`src/rtl/aer_pkg.sv`:
```
// aer_pkg: shared event type, default parameters and drop-counter helpers
// for the spike AER encoder. Optional timestamp support in the top is
// controlled by the AER_TIMESTAMP_EN macro.
package aer_pkg;

  localparam int AER_N_NEURONS_DEF  = 16;
  localparam int AER_FIFO_DEPTH_DEF = 8;
  localparam int AER_TS_W_DEF       = 16;
  localparam int AER_ADDR_W_DEF     = $clog2(AER_N_NEURONS_DEF);

  localparam int AER_DROP_W     = 16;
  // Wide enough to count 64 simultaneous collisions in one cycle.
  localparam int AER_DROP_INC_W = 7;

  // Event layout for the default configuration; the top derives its own
  // layout from its parameters and hands it to the FIFO as a type parameter.
  typedef struct packed {
    logic [AER_ADDR_W_DEF-1:0] addr;
    logic [AER_TS_W_DEF-1:0]   ts;
  } aer_event_t;

  // Saturating accumulate used by the drop counter.
  function automatic logic [AER_DROP_W-1:0] drop_sat_add(
    input logic [AER_DROP_W-1:0]     acc,
    input logic [AER_DROP_INC_W-1:0] inc
  );
    logic [AER_DROP_W:0] sum;
    sum = {1'b0, acc} + {{(AER_DROP_W + 1 - AER_DROP_INC_W){1'b0}}, inc};
    return sum[AER_DROP_W] ? {AER_DROP_W{1'b1}} : sum[AER_DROP_W-1:0];
  endfunction

endpackage

```
`src/rtl/aer_event_fifo.sv`:
```
// aer_event_fifo: synchronous show-ahead event buffer. The head entry is
// presented combinationally whenever the buffer is non-empty; level reports
// occupancy. Pushes into a full buffer and pops from an empty one are ignored.
module aer_event_fifo
  import aer_pkg::*;
#(
  parameter int  DEPTH = AER_FIFO_DEPTH_DEF,
  parameter type T     = aer_event_t
) (
  input  logic                   clk,
  input  logic                   rst_n,
  input  logic                   push,
  input  T                       wr_data,
  input  logic                   pop,
  output T                       rd_data,
  output logic                   empty,
  output logic [$clog2(DEPTH):0] level
);

  localparam int IW = $clog2(DEPTH);

  T            mem [DEPTH];
  logic [IW:0] wr_ptr;
  logic [IW:0] rd_ptr;
  logic        full;
  logic        do_push;
  logic        do_pop;

  // Pointers carry one extra wrap bit so full and empty are distinguishable.
  assign level   = wr_ptr - rd_ptr;
  assign empty   = (wr_ptr == rd_ptr);
  assign full    = (wr_ptr[IW] != rd_ptr[IW]) && (wr_ptr[IW-1:0] == rd_ptr[IW-1:0]);
  assign do_push = push && !full;
  assign do_pop  = pop && !empty;
  assign rd_data = mem[rd_ptr[IW-1:0]];

  // Event storage write; contents are don't-care until a pointer covers them.
  always_ff @(posedge clk) begin
    if (do_push) begin
      mem[wr_ptr[IW-1:0]] <= wr_data;
    end
  end

  // Read/write pointer advance; reset empties the buffer.
  always_ff @(posedge clk or negedge rst_n) begin
    if (!rst_n) begin
      wr_ptr <= '0;
      rd_ptr <= '0;
    end else begin
      if (do_push) wr_ptr <= wr_ptr + 1'b1;
      if (do_pop)  rd_ptr <= rd_ptr + 1'b1;
    end
  end

endmodule

```
`src/rtl/spike_aer_encoder.sv`:
```
// spike_aer_encoder: collects per-neuron spike pulses into a pending
// register, serialises them with a round-robin arbiter and buffers
// {address, timestamp} events for a ready/valid consumer.
// Define AER_TIMESTAMP_EN to build the tick-driven timestamp counter and the
// timestamp field of each event; without it ev_ts is tied to zero.
//
// Pipeline: spike registered into pending (edge k) -> grant registered into a
// one-entry push stage (edge k+1) -> written into the FIFO (edge k+2). The
// push stage counts toward occupancy so a granted event always has room.
module spike_aer_encoder
  import aer_pkg::*;
#(
  parameter int N_NEURONS  = AER_N_NEURONS_DEF,
  parameter int FIFO_DEPTH = AER_FIFO_DEPTH_DEF,
  parameter int TS_W       = AER_TS_W_DEF
) (
  input  logic                         clk,
  input  logic                         rst_n,
  input  logic [N_NEURONS-1:0]         spike_in,
  input  logic                         tick_in,
  output logic                         ev_valid,
  input  logic                         ev_ready,
  output logic [$clog2(N_NEURONS)-1:0] ev_addr,
  output logic [TS_W-1:0]              ev_ts,
  output logic [$clog2(FIFO_DEPTH):0]  fifo_level,
  output logic [AER_DROP_W-1:0]        drop_count
);

  localparam int AW = $clog2(N_NEURONS);
  localparam int LW = $clog2(FIFO_DEPTH) + 1;

`ifdef AER_TIMESTAMP_EN
  typedef struct packed {
    logic [AW-1:0]   addr;
    logic [TS_W-1:0] ts;
  } ev_t;
`else
  typedef struct packed {
    logic [AW-1:0] addr;
  } ev_t;
`endif

  logic [N_NEURONS-1:0]      pending;
  logic [N_NEURONS-1:0]      grant_oh;
  logic [N_NEURONS-1:0]      drop_vec;
  logic [AW-1:0]             rr_ptr;
  logic [AW-1:0]             grant_idx;
  logic [AW-1:0]             hi_idx;
  logic [AW-1:0]             lo_idx;
  logic                      hi_v;
  logic                      lo_v;
  logic                      grant_v;
  logic                      blocked;
  logic [LW:0]               occupancy;
  logic [AER_DROP_INC_W-1:0] drop_inc;
  logic                      push_v;
  ev_t                       push_ev;
  ev_t                       grant_ev;
  ev_t                       head_ev;
  logic                      fifo_empty;
  logic                      pop;

  // An in-flight push already owns a slot; a same-cycle pop does not free one.
  assign occupancy = {1'b0, fifo_level} + {{LW{1'b0}}, push_v};
  assign blocked   = (occupancy >= (LW + 1)'(FIFO_DEPTH));

  // Round-robin pick: lowest pending index at or above rr_ptr, else lowest overall.
  always_comb begin
    hi_v   = 1'b0;
    hi_idx = '0;
    lo_v   = 1'b0;
    lo_idx = '0;
    for (int i = N_NEURONS - 1; i >= 0; i--) begin
      if (pending[i]) begin
        lo_v   = 1'b1;
        lo_idx = AW'(i);
        if (i >= int'(rr_ptr)) begin
          hi_v   = 1'b1;
          hi_idx = AW'(i);
        end
      end
    end
    grant_v   = lo_v && !blocked;
    grant_idx = hi_v ? hi_idx : lo_idx;
  end

  // One-hot form of the grant, used to clear the granted pending bit.
  always_comb begin
    grant_oh = '0;
    if (grant_v) grant_oh[grant_idx] = 1'b1;
  end

  // A spike on an already-pending, non-granted line is a lost event.
  assign drop_vec = spike_in & pending & ~grant_oh;

  // Count collisions in this cycle.
  always_comb begin
    drop_inc = '0;
    for (int i = 0; i < N_NEURONS; i++) begin
      drop_inc = drop_inc + AER_DROP_INC_W'(drop_vec[i]);
    end
  end

  // Pending bits, arbiter pointer and drop counter; a new spike on the
  // granted line re-arms its bit instead of being dropped.
  always_ff @(posedge clk or negedge rst_n) begin
    if (!rst_n) begin
      pending    <= '0;
      rr_ptr     <= '0;
      drop_count <= '0;
    end else begin
      pending    <= spike_in | (pending & ~grant_oh);
      drop_count <= drop_sat_add(drop_count, drop_inc);
      if (grant_v) begin
        rr_ptr <= (int'(grant_idx) == N_NEURONS - 1) ? '0 : grant_idx + 1'b1;
      end
    end
  end

`ifdef AER_TIMESTAMP_EN
  logic [TS_W-1:0] ts_cnt;

  // Time-step counter; wraps naturally at 2^TS_W.
  always_ff @(posedge clk or negedge rst_n) begin
    if (!rst_n) begin
      ts_cnt <= '0;
    end else if (tick_in) begin
      ts_cnt <= ts_cnt + 1'b1;
    end
  end

  // Event captured at grant time, so a tick in the same cycle is not yet seen.
  always_comb begin
    grant_ev      = '0;
    grant_ev.addr = grant_idx;
    grant_ev.ts   = ts_cnt;
  end

  assign ev_ts = ev_valid ? head_ev.ts : '0;
`else
  // tick_in has no effect without timestamps.
  logic tick_unused;
  assign tick_unused = tick_in;

  // Event carries only the neuron address.
  always_comb begin
    grant_ev      = '0;
    grant_ev.addr = grant_idx;
  end

  assign ev_ts = '0;
`endif

  // Push stage between the arbiter and the FIFO.
  always_ff @(posedge clk or negedge rst_n) begin
    if (!rst_n) begin
      push_v  <= 1'b0;
      push_ev <= '0;
    end else begin
      push_v <= grant_v;
      if (grant_v) push_ev <= grant_ev;
    end
  end

  aer_event_fifo #(
    .DEPTH (FIFO_DEPTH),
    .T     (ev_t)
  ) u_fifo (
    .clk     (clk),
    .rst_n   (rst_n),
    .push    (push_v),
    .wr_data (push_ev),
    .pop     (pop),
    .rd_data (head_ev),
    .empty   (fifo_empty),
    .level   (fifo_level)
  );

  // Outputs read as zero whenever no event is presented, including in reset.
  assign ev_valid = !fifo_empty;
  assign pop      = ev_valid && ev_ready;
  assign ev_addr  = ev_valid ? head_ev.addr : '0;

endmodule

```
`config.mk`:
```
export PLATFORM = sky130hd
export DESIGN_NAME = spike_aer_encoder
export DESIGN_NICKNAME = d
export VERILOG_FILES = /design/src/rtl/aer_pkg.sv /design/src/rtl/aer_event_fifo.sv /design/src/rtl/spike_aer_encoder.sv
export SDC_FILE = /design/constraint.sdc
export NUM_CORES = 1
export LEC_CHECK = 0
export ABC_CLOCK_PERIOD_IN_PS = 9300
export BUFFER_PORTS_ARGS = -buffer_cell sky130_fd_sc_hd__buf_2
export CAP_MARGIN = 40
export CORE_UTILIZATION = 40
export DETAILED_ROUTE_END_ITERATION = 16
export SYNTH_ARGS = -nofsm -noshare
export SYNTH_HDL_FRONTEND = slang
export SYNTH_SLANG_ARGS = --single-unit
```
`constraint.sdc`:
```
create_clock -name clk -period 9.3 [get_ports clk]
set_clock_uncertainty 0.05 [all_clocks]
set_input_delay 1.86 -clock clk [delete_from_list [all_inputs] [get_ports clk]]
set_output_delay 1.86 -clock clk [all_outputs]
set_load 0.05 [all_outputs]
```
; ---- Yosys cells after proc, flatten, opt, wreduce, memory -nomap -nowiden
; Memory sizes are Yosys's and may differ from the RTL's.
; Cells that the tools add are included.
[op_classes]
n_addsub = 21
magnitude_cmp = 18
eq_ne = 4
mux = 101
n_bitwise = 5
n_reduce_logical = 9
[ops]
columns = op, count
row1 = two-way mux 4 bit, 49
row2 = adder 7 x 1 -> 7 bit, 9
row3 = two-way mux 1 bit, 49
row4 = bitwise AND 16 bit, 3
row5 = two-way mux 16 bit, 2
row6 = ">= comparator 4 bit, first input constant", 7
row7 = adder 16 x 7 -> 17 bit, 1
row8 = ">= comparator 3 x 4 -> 1 bit, first input constant", 4
row9 = NOT 16 bit, 1
row10 = bitwise OR 16 bit, 1
row11 = "adder 4 x 1 -> 4 bit, second input constant", 3
row12 = adder 4 x 1 -> 5 bit, 2
row13 = ">= comparator 1 x 4 -> 1 bit, first input constant", 2
row14 = ">= comparator 2 x 4 -> 1 bit, first input constant", 2
row15 = adder 6 x 1 -> 7 bit, 1
row16 = adder 5 x 1 -> 6 bit, 1
row17 = logical AND 1 bit, 6
row18 = ">= comparator 5 x 4 -> 1 bit, second input constant", 1
row19 = "less-than comparator 4 x 5 -> 1 bit, second input constant", 1
row20 = adder 3 x 1 -> 4 bit, 1
row21 = demux 1 bit (select 4 bit), 1
row22 = "equality test 4 x 1 -> 1 bit, second input constant", 1
row23 = equality test 4 bit, 1
row24 = ">= comparator 4 x 1 -> 1 bit, second input constant", 1
row25 = other kinds (6), 8
[word_totals]
ff_bits = 49
ram_bits = 32
in_bits = 20
output_inout_bits = 41
word_cells = 166
memories = 1
[memory_table]
columns = name, words, width, read_ports, rd_clocked_by_memory_dff, wr, line
row1 = u_fifo.mem, 8, 4, 1, 0, 1, aer_event_fifo.sv:22  ; T mem [DEPTH];

; ---- Depth between registers and ports, before layout
[logic_depth]
ltp_word = 56
depth_mapped = 33
ltp_nobuf = 31

; ---- Modules after synthesis
; From an unflattened synthesis, not the netlist that was laid out.
[hier_totals]
hier_cells = 480
hier_area_um2 = 4898.4
[by_module_without_submodules]
columns = mod, instances, cells_per_inst, area_each_um2, seq_area_each_um2
row1 = spike_aer_encoder, 1, 369, 3135.5, 1026.0
row2 = aer_event_fifo, 1, 111, 1762.9, 1161.1

; ---- Worst setup path before layout
; No wires, ideal clock.
[synth_path]
path_kind = register to register
from = register u_fifo.rd_ptr[1]
to = register drop_count[7]
arrival_time_ns = 7.594
slack_ns = 1.579
stages_incl_launch_ff = 32
period_less_slack_ns = 7.721
path_cell_list = dfrtp_1 > clkbuf_1 > inv_1 > fa_1 > xor2_1 > nand3_1 > nor2_1 > nand3_1 > a22o_1 > buf_6 > nor3_4 > a21boi_1 > and2_1 > fa_1 > inv_1 > fa_1 > fa_1 > inv_1 > fa_1 > inv_1 > fa_1 > inv_1 > fa_1 > a21o_1 > a21oi_1 > nor2b_1 > nor2_1 > nor4b_2 > nand3_1 > or2_1 > clkbuf_1 > o21ai_1
[synth_between]
elab_chain_cells = 25
[synth_rtl]
columns = element, line
row1 = "start, declared", aer_event_fifo.sv:24  ; logic [IW:0] rd_ptr;
row2 = "start signal, assigned", aer_event_fifo.sv:51  ; if (do_pop) rd_ptr <= rd_ptr + 1'b1;
row3 = subtractor 4 bit (*), aer_event_fifo.sv:30  ; assign level = wr_ptr - rd_ptr;
row4 = named net fifo_level[2], spike_aer_encoder.sv:25  ; output logic [$clog2(FIFO_DEPTH):0] fifo_level,
row5 = adder 4 x 1 -> 5 bit (*), spike_aer_encoder.sv:64  ; assign occupancy = {1'b0, fifo_level} + {{LW{1'b0}}, push_v};
row6 = >= comparator 5 x 4 -> 1 bit (*), spike_aer_encoder.sv:65  ; assign blocked = (occupancy >= (LW + 1)'(FIFO_DEPTH));
row7 = zero test 1 bit (*), spike_aer_encoder.sv:83  ; grant_v = lo_v && !blocked;
row8 = logical AND 1 bit (*), spike_aer_encoder.sv:83
row9 = two-way mux 16 bit (*), spike_aer_encoder.sv:90  ; if (grant_v) grant_oh[grant_idx] = 1'b1;
row10 = NOT 16 bit (*), spike_aer_encoder.sv:94  ; assign drop_vec = spike_in & pending & ~grant_oh;
row11 = [... 3 more ...], -
row12 = adder 3 x 1 -> 4 bit, spike_aer_encoder.sv:100  ; drop_inc = drop_inc + AER_DROP_INC_W'(drop_vec[i]);
row13 = adder 4 x 1 -> 5 bit, spike_aer_encoder.sv:100
row14 = adder 5 x 1 -> 6 bit, spike_aer_encoder.sv:100
row15 = adder 6 x 1 -> 7 bit, spike_aer_encoder.sv:100
row16 = adder 7 x 1 -> 7 bit (8 in series), spike_aer_encoder.sv:100
row17 = adder 7 x 1 -> 7 bit (*), spike_aer_encoder.sv:100
row18 = adder 16 x 7 -> 17 bit (*), aer_pkg.sv:28  ; sum = {1'b0, acc} + {{(AER_DROP_W + 1 - AER_DROP_INC_W){1'b0}}, inc};
row19 = two-way mux 16 bit (*), aer_pkg.sv:29  ; return sum[AER_DROP_W] ? {AER_DROP_W{1'b1}} : sum[AER_DROP_W-1:0];
row20 = "end signal, assigned", spike_aer_encoder.sv:113  ; drop_count <= drop_sat_add(drop_count, drop_inc);
row21 = "end, declared", spike_aer_encoder.sv:26  ; output logic [AER_DROP_W-1:0] drop_count
; The timed path passes the listed nets; every way through them passes the cells marked *.
; A chain may end at the register's enable or synchronous reset.

; ---- Final worst setup path
[layout_path]
from = register u_fifo.rd_ptr[0]
to = register drop_count[0]
[layout_between]
elab_chain_cells = 25
[layout_rtl]
columns = element, line
row1 = subtractor 4 bit (*), aer_event_fifo.sv:30
row2 = adder 4 x 1 -> 5 bit (*), spike_aer_encoder.sv:64
row3 = >= comparator 5 x 4 -> 1 bit (*), spike_aer_encoder.sv:65
row4 = zero test 1 bit (*), spike_aer_encoder.sv:83
row5 = logical AND 1 bit (*), spike_aer_encoder.sv:83
row6 = two-way mux 16 bit (*), spike_aer_encoder.sv:90
row7 = NOT 16 bit (*), spike_aer_encoder.sv:94
row8 = bitwise AND 16 bit (*), spike_aer_encoder.sv:94
row9 = [... 2 more ...], -
row10 = adder 3 x 1 -> 4 bit, spike_aer_encoder.sv:100
row11 = adder 4 x 1 -> 5 bit, spike_aer_encoder.sv:100
row12 = adder 5 x 1 -> 6 bit, spike_aer_encoder.sv:100
row13 = adder 6 x 1 -> 7 bit, spike_aer_encoder.sv:100
row14 = adder 7 x 1 -> 7 bit (8 in series), spike_aer_encoder.sv:100
row15 = adder 7 x 1 -> 7 bit (*), spike_aer_encoder.sv:100
row16 = adder 16 x 7 -> 17 bit (*), aer_pkg.sv:28
row17 = two-way mux 16 bit (*), aer_pkg.sv:29
; Mark *: on every way between the ends. The rest lies on a longest branch, timed or not.

==> results by group <==
Layout
  • Most common cell after layout, fill and taps aside: nand2_1
  • Ant diodes: 0
  • Fill cells: 1157
  • Finished Core Util: 46.1%
  • Final Net Count: 569
  • Synthesis-to-layout area growth: 12.0%
  • Fraction of layout cells with a size suffix above 1: 16.1%
  • Most frequent cells in the layout: nand2_1 (54), dfrtp_1 (49), buf_2 (43)

Die
  • # IOs: 61
  • Core area: 12100 sq um
  • Effective utilization at floorplan: 41.2%
  • Horiz. Die Dim: 113 microns
  • Cell Rows: 40
  • Die height: 113 microns
  • Total die area: 12900 sq um

Global routing
  • Vias in the first global route: 3584
  • Pin count of the biggest net entering global routing: 50
  • Initial antenna violation count: 0
  • Grt total ovfl: 0
  • Global-route wire length before repair: 17.3 mm
  • Total GRT Usage: 17.1%

Clock tree
  • CTS H-Tree Depth: 3
  • Hold-fix buffers, CTS: 0
  • Deepest clock path buffer count: 2
  • Root Driver: clkbuf_16
  • TritonCTS Buffers: 9
  • Reg clk slew, reported paths: 0.06 ns
  • Post-CTS Resized: 0
  • Post-CTS Setup Repair Bufs: 0
  • CTS tree: yes
  • CTS Sinks: 81
  • Clock latency on the worst-skew pair: 0.33 ns

STA
  • RSZ-0062 raised after global routing: false
  • Final hold violations: 0
  • # setup viols final: 0
  • Fin crit period: 7.99 ns
  • Final period util: 85.9%
  • Max transition margin: 48.7%
  • TNS Setup: 0 ns
  • Slew Viols, Final: 0
  • Worst-margin pin slew: 0.770 ns
  • Fmax: 125 MHz

Outcome
  • Status: finished clean

Setup path
  • R2R Setup Slk: 1.31 ns
  • RR Endpoint: drop_count[0]$_DFF_PN0_
  • Crit path max fanout: 17
  • Startpoint types: flip-flop
  • Worst R2R Path Depth: 28
  • CP Data Required Time: 9.50 ns
  • Top cell by count, worst path: fa_1
  • Critical-path top delay cell: dfrtp_1
  • WP data arrival: 8.19 ns
  • Crit Path Class: flip-flop to flip-flop
  • Worst reg2reg path startpoint: u_fifo.rd_ptr[0]$_DFFE_PN0P_
  • Slowest stage delay, CP: 0.77 ns
  • Crit end category: flip-flop

Yosys
  • Synthesized instance count: 479
  • Ys async rst share: 60.5%
  • #FFs+latches synth: 81
  • Sequential share of the synthesized area: 44.1%
  • Synthesized area per cell: 10.4 sq um
  • Synth Warn #: 0
  • Synthesized area: 4960 sq um
  • Top_reg_cell synth: dfrtp_1
  • Count of cell types in the netlist: 62
  • Post-synth EDFFs: 32

Routing
  • Total wire length: 10.1 mm
  • DRC Markers: 0
  • DR WL/cell: 14.7 microns
  • DRT iter0 DRCs: 137
  • Routed Antenna Nets: 0
  • Via/cell ratio: 5.09
  • Pre-Repair DR Iteration Count: 4
  • Routed vias: 3511

Min path
  • Hold Path Class: flip-flop to flip-flop
  • Hold Path Depth: 1
  • Hold endpoint: u_fifo.wr_ptr[3]$_DFFE_PN0P_
  • Worst hold start: u_fifo.wr_ptr[3]$_DFFE_PN0P_

Job
  • Max_cap viols: 0

Placed design
  • Placer congestion estimate: 0.879
  • Dpl hpwl: 7.78 mm
  • IO buf count: 43
-- worst max-delay path, delay by kind of cell (launching register included) --
kind            cells  cell delay, ns
fa+ha+maj           9            3.71
buf+inv             5            0.31
compound gates      4            0.83
flops               1            0.77
simple gates       10            2.22
-- cell usage after synthesis, types with 4 or more instances --
master / count / share of area [%]
xor2_1: 6 / 1.1
ha_1: 19 / 4.8
o21a_1: 4 / 0.61
clkbuf_1: 7 / 0.53
nor3_4: 4 / 1.3
xnor2_1: 11 / 1.9
a21boi_1: 9 / 1.4
or2_1: 16 / 2.0
inv_1: 31 / 2.3
fa_1: 13 / 5.2
nand3_1: 15 / 1.5
a21oi_1: 23 / 2.3
nor2b_1: 14 / 1.8
edfxtp_1: 32 / 19
buf_4: 16 / 2.4
and2_1: 10 / 1.3
nor4_1: 5 / 0.63
a21boi_0: 6 / 0.91
o21ai_1: 4 / 0.40
nand2_1: 54 / 4.1
buf_2: 7 / 0.71
o21ai_0: 17 / 1.7
o31ai_1: 4 / 0.61
nor2_1: 23 / 1.7
mux4_2: 8 / 3.6
a211oi_1: 4 / 0.61
dfrtp_1: 49 / 25
nand2b_1: 10 / 1.3
nor3_1: 9 / 0.91
-- worst max-delay path by stage --
stage | slack, ns | to | start | depth (start not counted)
finish | 1.31 | drop_count[0]$_DFF_PN0_ | u_fifo.rd_ptr[0]$_DFFE_PN0P_ | 28
global route | 0.79 | drop_count[3]$_DFF_PN0_ | u_fifo.rd_ptr[0]$_DFFE_PN0P_ | 28
CTS | 1.24 | drop_count[0]$_DFF_PN0_ | u_fifo.rd_ptr[0]$_DFFE_PN0P_ | 28
detailed placement | 1.25 | drop_count[4]$_DFF_PN0_ | u_fifo.rd_ptr[0]$_DFFE_PN0P_ | 28
global placement | 1.40 | drop_count[7]$_DFF_PN0_ | u_fifo.rd_ptr[0]$_DFFE_PN0P_ | 28
floorplan | 1.58 | drop_count[7]$_DFF_PN0_ | u_fifo.rd_ptr[1]$_DFFE_PN0P_ | 31
-- area by class of cell --
class / count / area [sq um] / share of cell area, %
clock inverter: 7 / 85.1 / 1.53
multi-input combinational: 350 / 2510 / 45.2
clock buffer: 9 / 225 / 4.05
timing repair buffer: 44 / 223 / 4.01
sequential: 81 / 2190 / 39.3
tap: 168 / 210 / 3.78
inverter: 31 / 116 / 2.09
-- metal layers --
metal / global-route usage, % / routed length (microns) / up-vias
met2: 28.5 / 4960 / 78
met5: 0 / 0 / -
met1: 22.6 / 4640 / 1704
met3: 3.88 / 459 / 4
li1: - / - / 1725
met4: 4.12 / 57 / 0
-- kinds of logic after synthesis --
kind of cell               share of synthesized area, %
AOI/OAI and AO/OA                                  13.0
buffers and inverters                              6.45
muxes                                              4.08
other                                            0.0756
xor gates and xnor gates                           3.00
DFF                                                44.1
adders and majority gates                          10.0
and+or+nand+nor                                    19.3
-- metrics by stage --
step | setup slack [ns] | instance area, sq um | std cells | hold WS, ns
3_3_place_gp | 1.40 | 5250 | 674 | 0.424
5_1_grt | 0.789 | 5560 | 690 | 0.462
3_5_place_dp | 1.25 | 5250 | 674 | 0.429
2_1_floorplan | 1.58 | 5020 | 494 | 0.412
4_1_cts | 1.24 | 5560 | 690 | 0.441
6_report | 1.31 | 5560 | 690 | 0.437
-- flip-flops by register name, indices dropped and copies added (netlist names) --
| name | cells |
|---|---|
| u_fifo.mem | 32 |
| drop_count | 16 |
| pending | 16 |
| push_ev | 4 |
| rr_ptr | 4 |
| u_fifo.rd_ptr | 4 |
| u_fifo.wr_ptr | 4 |
| push_v | 1 |
Power is left out: the tool's default activity adds up to more than one toggle a clock period on the data nets, which glitch-free logic cannot reach.
